## src/rtl/gsim_solver.sv

```systemverilog
// Gauss-Seidel solver for the banded Toeplitz system A*x = b.
// Row i of A: 20 on the diagonal, -13 at distance 1, 6 at distance 2, -1 at distance 3.
// Ports:
//   clk, reset      rising-edge clock, async active-high reset
//   in_en, b_in     b vector input, index order 0..N-1, accepted in LOAD
//   out_valid/ready result handshake; x_out is Q(BW) fixed point
//   out_last        flags the x[N-1] word
//   converged       status of the solve, valid while out_valid
//   iter_cnt        completed sweeps of the current solve
module gsim_solver #(
    parameter int N        = 16,
    parameter int BW       = 16,
    parameter int MAX_ITER = 100,
    parameter int IW       = 7
) (
    input  logic                   clk,
    input  logic                   reset,
    input  logic                   in_en,
    input  logic signed [BW-1:0]   b_in,
    output logic                   out_valid,
    input  logic                   out_ready,
    output logic signed [2*BW-1:0] x_out,
    output logic                   out_last,
    output logic                   converged,
    output logic [IW-1:0]          iter_cnt
);

    localparam int XW = 2 * BW;
    localparam int SW = 2 * BW + 6;
    localparam int KW = (N > 1) ? $clog2(N) : 1;
    localparam logic [KW-1:0] LAST = KW'(N - 1);
    localparam logic signed [SW-1:0] DIV = SW'(20);

    typedef enum logic [1:0] {
        LOAD,
        SOLVE,
        OUTPUT
    } state_t;

    state_t state, state_nxt;

    logic signed [BW-1:0] bm [N];
    logic signed [XW-1:0] x  [N];
    logic [KW-1:0]        idx;
    logic                 phase;
    logic                 changed;
    logic signed [SW-1:0] s_reg;
    logic signed [SW-1:0] s_comb;
    logic signed [SW-1:0] nb [1:3];
    logic signed [XW-1:0] x_new;
    logic                 last_idx;
    logic                 sweep_dirty;
    logic                 xfer;

    assign last_idx = (idx == LAST);
    assign xfer     = out_valid && out_ready;

    // Symmetric neighbour pairs; indices outside 0..N-1 are zero-filled.
    always_comb begin
        for (int d = 1; d <= 3; d++) begin
            nb[d] = '0;
            if (int'(idx) - d >= 0)
                nb[d] = nb[d] + SW'(x[KW'(int'(idx) - d)]);
            if (int'(idx) + d < N)
                nb[d] = nb[d] + SW'(x[KW'(int'(idx) + d)]);
        end
    end

    // 13*n1 - 6*n2 + n3 built from shifts to keep widths exact.
    always_comb begin
        s_comb = (SW'(bm[idx]) <<< BW)
               + (nb[1] <<< 3) + (nb[1] <<< 2) + nb[1]
               - ((nb[2] <<< 2) + (nb[2] <<< 1))
               + nb[3];
    end

    // Signed division truncates toward zero.
    assign x_new       = XW'(s_reg / DIV);
    assign sweep_dirty = changed || (x_new != x[idx]);

    assign out_valid = (state == OUTPUT);
    assign x_out     = out_valid ? x[idx] : '0;
    assign out_last  = out_valid && last_idx;

    always_ff @(posedge clk or posedge reset) begin
        if (reset)
            state <= LOAD;
        else
            state <= state_nxt;
    end

    always_comb begin
        state_nxt = state;
        unique case (state)
            LOAD: begin
                if (in_en && last_idx)
                    state_nxt = SOLVE;
            end
            SOLVE: begin
                if (phase && last_idx &&
                    (!sweep_dirty || iter_cnt == IW'(MAX_ITER - 1)))
                    state_nxt = OUTPUT;
            end
            OUTPUT: begin
                if (xfer && last_idx)
                    state_nxt = LOAD;
            end
            default: state_nxt = LOAD;
        endcase
    end

    always_ff @(posedge clk or posedge reset) begin
        if (reset) begin
            idx       <= '0;
            phase     <= 1'b0;
            changed   <= 1'b0;
            s_reg     <= '0;
            converged <= 1'b0;
            iter_cnt  <= '0;
            for (int k = 0; k < N; k++) begin
                x[k]  <= '0;
                bm[k] <= '0;
            end
        end else begin
            unique case (state)
                LOAD: begin
                    if (in_en) begin
                        bm[idx] <= b_in;
                        x[idx]  <= {b_in, {BW{1'b0}}};
                        if (last_idx) begin
                            idx       <= '0;
                            phase     <= 1'b0;
                            changed   <= 1'b0;
                            iter_cnt  <= '0;
                            converged <= 1'b0;
                        end else begin
                            idx <= idx + 1'b1;
                        end
                    end
                end
                SOLVE: begin
                    if (!phase) begin
                        s_reg <= s_comb;
                        phase <= 1'b1;
                    end else begin
                        x[idx]  <= x_new;
                        phase   <= 1'b0;
                        changed <= sweep_dirty;
                        if (last_idx) begin
                            idx      <= '0;
                            changed  <= 1'b0;
                            iter_cnt <= iter_cnt + 1'b1;
                            if (!sweep_dirty)
                                converged <= 1'b1;
                            else if (iter_cnt == IW'(MAX_ITER - 1))
                                converged <= 1'b0;
                        end else begin
                            idx <= idx + 1'b1;
                        end
                    end
                end
                OUTPUT: begin
                    if (xfer)
                        idx <= last_idx ? '0 : idx + 1'b1;
                end
                default: ;
            endcase
        end
    end

endmodule
```

## config.mk

```make
export PLATFORM = sky130hd
export DESIGN_NAME = gsim_solver
export DESIGN_NICKNAME = d
export VERILOG_FILES = /design/src/rtl/gsim_solver.sv
export SDC_FILE = /design/constraint.sdc
export NUM_CORES = 2
export LEC_CHECK = 0
export ABC_AREA = 0
export CORE_MARGIN = 5
export CORE_UTILIZATION = 58
export CTS_CLUSTER_SIZE = 10
export DETAILED_ROUTE_END_ITERATION = 12
export PLACE_DENSITY = 0.71
export SYNTH_ARGS = -nofsm -noshare
export SYNTH_HDL_FRONTEND = slang
export SYNTH_SLANG_ARGS = --single-unit
```

## constraint.sdc

```tcl
create_clock -name clk -period 42.6 [get_ports clk]
set_input_delay 12.78 -clock clk [delete_from_list [all_inputs] [get_ports clk]]
set_output_delay 12.78 -clock clk [all_outputs]
set_load 0.01 [all_outputs]
```

== After elaboration in Yosys (flattened, before gate mapping) ==
Cells that the tools add are included.
Widths: inputs -> output; s select.

* $add $sub $neg: 17
* Divide/modulo/power cells: 1
* Order comparisons: 14
* Equality and inequality tests: 14
* Multiplexer cells: 67
* Bitwise operators: 8
* Reductions and logical operators: 22

{| class="wikitable"
|+ Operators with widths
! cell !! number
|-
| $bwmux 512 || 2
|-
| $mux 512 || 2
|-
| $pmux 512 s2 || 1
|-
| $bmux 32 s4 || 7
|-
| $mux 32 || 16
|-
| $bwmux 256 || 1
|-
| $add 38x38->38 || 4
|-
| $mux 38 || 4
|-
| $demux 32 s4 || 1
|-
| $ge 32x1->1 const B || 3
|-
| $lt 32x6->1 const B || 3
|-
| $add 38x32->38 || 2
|-
| $mux 37 || 2
|-
| $bmux 16 s4 || 1
|-
| $demux 16 s4 || 1
|-
| $mux 16 || 3
|-
| $add 32x38->38 || 1
|-
| $div 38x6->38 const B || 1
|-
| $sub 38x38->38 || 1
|-
| $add 37x32->37 || 1
|-
| $ne 32x32->1 || 1
|-
| $ge 4x5->1 const B || 6
|-
| $mux 7 || 4
|-
| $not 4->4 || 6
|-
| other kinds (35) || 69
|}

* Register bits after elaboration: 822
* Input port bits: 20
* Output and inout bits: 42
* Logic and storage cells: 182

== Logic depth before layout (Yosys ltp) ==
* Word-level depth: 13
* Depth in mapped cells: 82
* Depth with buffers taken out: 65

== Worst setup path before layout ==
OpenSTA, ideal clock, no wires.

* Path type: flip-flop to flip-flop
* From: register idx[0]
* To: register s_reg[37]
* Setup time: 0.134 ns
* Arrival: 19.898 ns
* Data required time: 42.466 ns
* Setup slack: 22.569 ns
* Stages on the path, launching flop included: 82
* Path buffers: 19
* Clock period less this slack: 20.031 ns
* Cells stage by stage: dfrtp_1 buf_1 clkbuf_1 clkbuf_1 clkbuf_1 buf_1 buf_1 clkbuf_1 clkbuf_1 clkbuf_1 buf_1 clkbuf_1 clkbuf_1 buf_1 clkbuf_1 clkbuf_1 inv_1 ha_1 [46 not listed] inv_1 fa_1 fa_1 fa_1 ha_1 a21oi_1 nor2b_1 o21ai_0 nand2b_1 a21o_1 a21o_1 a21o_1 a21o_1 a21o_1 a21oi_1 xnor2_1 xnor2_1 o21ai_0

* Cells in the longest elaborated chain, start to end: 13
* Elaborated cells between the ends (all ways): 55
* Those cells by class: add/sub: 15; order compare: 6; mux: 27; bitwise: 7

{| class="wikitable"
|+ RTL lines
! element !! RTL line !! source
|-
| start: declaration || 44 || <nowiki>logic [KW-1:0] idx;</nowiki>
|-
| start signal: assignment || 137 || <nowiki>idx <= idx + 1'b1;</nowiki>
|-
| start signal: assignment || 158 || <nowiki>idx <= idx + 1'b1;</nowiki>
|-
| start signal: assignment || 164 || <nowiki>idx <= last_idx ? '0 : idx + 1'b1;</nowiki>
|-
| branches (longest 12 deep; another with $add 38x32->38) || - ||
|-
| $add 38x38->38 * || 74 || <nowiki>+ nb[3];</nowiki>
|-
| end signal: assignment || 143 || <nowiki>s_reg <= s_comb;</nowiki>
|-
| end: declaration || 47 || <nowiki>logic signed [SW-1:0] s_reg;</nowiki>
|}

Every way passes the cells marked *. The select of a mux whose other input is x is not followed.
A chain may end at the register's enable or synchronous reset.

== Final worst setup path ==
* From: register idx[0]
* To: output x_out[0]

* Cells in the longest elaborated chain, start to end: 5

{| class="wikitable"
|+ RTL lines
! element !! RTL line !! source
|-
| $not 4->5 (not written as such) || 82 || <nowiki>assign x_out = out_valid ? x[idx] : '0;</nowiki>
|-
| $bmux 32 s4 || 82 ||
|-
| $mux 32 (not written as such) (2 in a row) || 82 ||
|-
| $mux 32 || 82 ||
|-
| end: declaration || 22 || <nowiki>output logic signed [2*BW-1:0] x_out,</nowiki>
|}

Every way passes these cells. The select of a mux whose other input is x is not followed.

==> flow_metrics.tcl <==
set metrics [dict create \
    status "finished clean" \
    clkLatencyLatePin_ps 750 \
    min_period_over_period 0.4393 \
    synth_flop_cell "dfrtp_1" \
    yosysTopAreaCellShare 0.2968 \
    maxCapViolations 0 \
    syn_area_um2 69300 \
    largest_reg_flops 512 \
    final_max_slew_viol_count 0 \
    design_area_um2 74520 \
    relSlewSlack 0.09350 \
    gr-usage-met2 0.5650 \
    place_area_um2 71380 \
    ios 62 \
    wl_per_cell_um 30.10 \
    arrival_ps 5940 \
    tns_ps 0 \
    grt_max_degree 175 \
    worst-path-max-fanout 65 \
    ant_nets 0 \
    grt-ovfl-total 0 \
    cts_tree "yes" \
    chipHeight_um 355.7 \
    ys_ff_latch 822 \
    cts_root_buffer "clkbuf_16" \
    fill_cells 9412 \
    via_per_inst 7.156 \
    route.vias.total 59020 \
    drc 0 \
    dp_slack_ps 24630 \
    synth_edf_count 0 \
    synth_area_leaders "dfrtp_1 30%, mux4_2 22%, nand2_1 8.0%" \
    post_cts_buffers 0 \
    post-route-min-period_ps 18720 \
    antenna_found_initial 12 \
    pwr_density_cell_nw_per_um2 28.20 \
    cts_buffers 101 \
    ys_warn_count 0 \
    crit_type "flop to primary output" \
    drt_iter0_markers 8194 \
    die_area_um2 126500 \
    cts_num_sinks 822 \
    cp-start-kind "flop" \
    synthCells 6812 \
    ir_drop_mv 0.03199 \
    grt_usage 0.3891 \
    grt_use_met1 0.5029 \
    rows 126 \
    synth_fp_nets 7157 \
    hold_path_class "flop to flop" \
    core_area_um2 118400 \
    rsz0062_at_grt "false" \
    synth.avg_cell_area_um2 10.17 \
    layout_common_cells "1479 x nand2_1, 818 x dfrtp_1, 667 x mux4_2, 373 x o21ai_0, 302 x mux2_2" \
    leakage_nw 32.98 \
    area_growth_pct 7.532 \
    gp_congestion 0.9674 \
    dr.pass1.iters 8 \
    synth.yosys.seq_area_share 0.2968 \
    h-tree-depth 3 \
    synth_cell_type_count 117 \
    final_util 0.6294 \
    mostFrequentLayoutCell "nand2_1" \
    setup_viol 0 \
    worst_pin_slew_ps 1352 \
    setup_slack_ps 23880 \
    drive_gt1_frac 0.2083 \
    grt_pass1_wl_um 369000 \
    fin_skew_ps 57.01 \
    ff_latch_area_um2 20580 \
    drt-total-wl_um 248200 \
    end_kind "primary output" \
    cts.clk_slew.worst_paths_ps 60 \
    fmax_ghz 0.05343 \
    io_buffer_count 61 \
    synthArstFlopShare 1.000 \
    grt_pass1_vias 57140 \
    post_cts_resized 0 \
    nets 6938 \
    hold_buffers 0 \
    busiest_layer "met2" \
    hold_violations 0 \
    die_x_um 355.7 \
    cts_buffer_depth 3 \
    multi_input_area_um2 46180 \
    start_util 0.5853 \
    grt_use_met3 0.1610 \
    synth_top_cell_by_area "dfrtp_1" \
    critPathRequiredTime_ps 29820 \
    dpl.hpwl_um 163600 \
]
final timing paths:
kind | slack, ps | depth (start not counted) | from | to
min in group asynchronous | 12620 | 2 | reset | x[457]
worst max-delay path | 23880 | 8 | idx[0] | x_out[0]
worst max register to register | 24090 | 49 | s_reg[0] | converged
worst min register to register | 480 | 2 | bm[9] | bm[9]
worst min-delay path | 480 | 2 | bm[9] | bm[9]
max in group asynchronous | 27510 | 4 | reset | x[253]
where the power goes:
part,internal [mW],switching [mW]
Clock,0.471,0.366
Combinational,0.169,0.310
Sequential,0.781,0.00357
final cells by class:
type | count | share of cell area
Multi-Input combinational cell | 5238 | 0.6197
Timing Repair Buffer | 212 | 0.02408
Sequential cell | 822 | 0.2762
Clock inverter | 21 | 0.004970
Antenna cell | 4 | 0.0001343
Inverter | 218 | 0.01108
Tap cell | 1600 | 0.02686
Clock buffer | 133 | 0.03701
kinds of logic after synthesis:
kind of cell | after synthesis | synth area share
simple gates | 2253 | 0.1409
compound gates | 1262 | 0.1210
mux | 1121 | 0.2878
flops | 822 | 0.2968
buf+inv | 752 | 0.04171
fa+ha+maj | 330 | 0.07708
xor+xnor | 272 | 0.03470
routing by layer:
metal  up-vias  share of wire
met2      4380           0.42
met3      1073           0.15
met1     29060           0.35
met5         -        0.00033
li1      24500              -
met4        10          0.068
cell usage after synthesis, drive strengths merged (33+ instances only):
cell,n
dfrtp,822
nand3,90
xnor2,210
mux2i,151
o31ai,45
nand2,1485
inv,217
nor2,233
clkbuf,418
xor2,62
o22ai,37
nor4,34
o211ai,37
nand2b,33
ha,162
o21ai,411
mux2,303
a21oi,208
nand4,38
a31oi,59
a211oi,122
mux4,667
a22oi,51
o21bai,55
buf,116
and2,155
fa,163
nor3,72
worst max-delay path: stages, from the launching register on:
cell	delay [ps]
dfrtp_4	850
buf_4	770
buf_4	940
buf_4	750
mux4_2	580
o22a_1	200
nand3_1	420
nor2_1	110
clkdlybuf4s50_1	510
stage by stage:
| step | total power, mW | hold slack (ps) | cells |
|---|---|---|---|
| after global placement | 1.255 | 453.3 | 8090 |
| after floorplan | 1.097 | 440.9 | 6812 |
| after CTS | 2.091 | 482.0 | 8244 |
| final | 2.102 | 479.8 | 8248 |
| after global routing | 2.165 | 499.1 | 8244 |
| after detailed placement | 1.261 | 468.7 | 8090 |
Power figures use the tool's default switching activity.
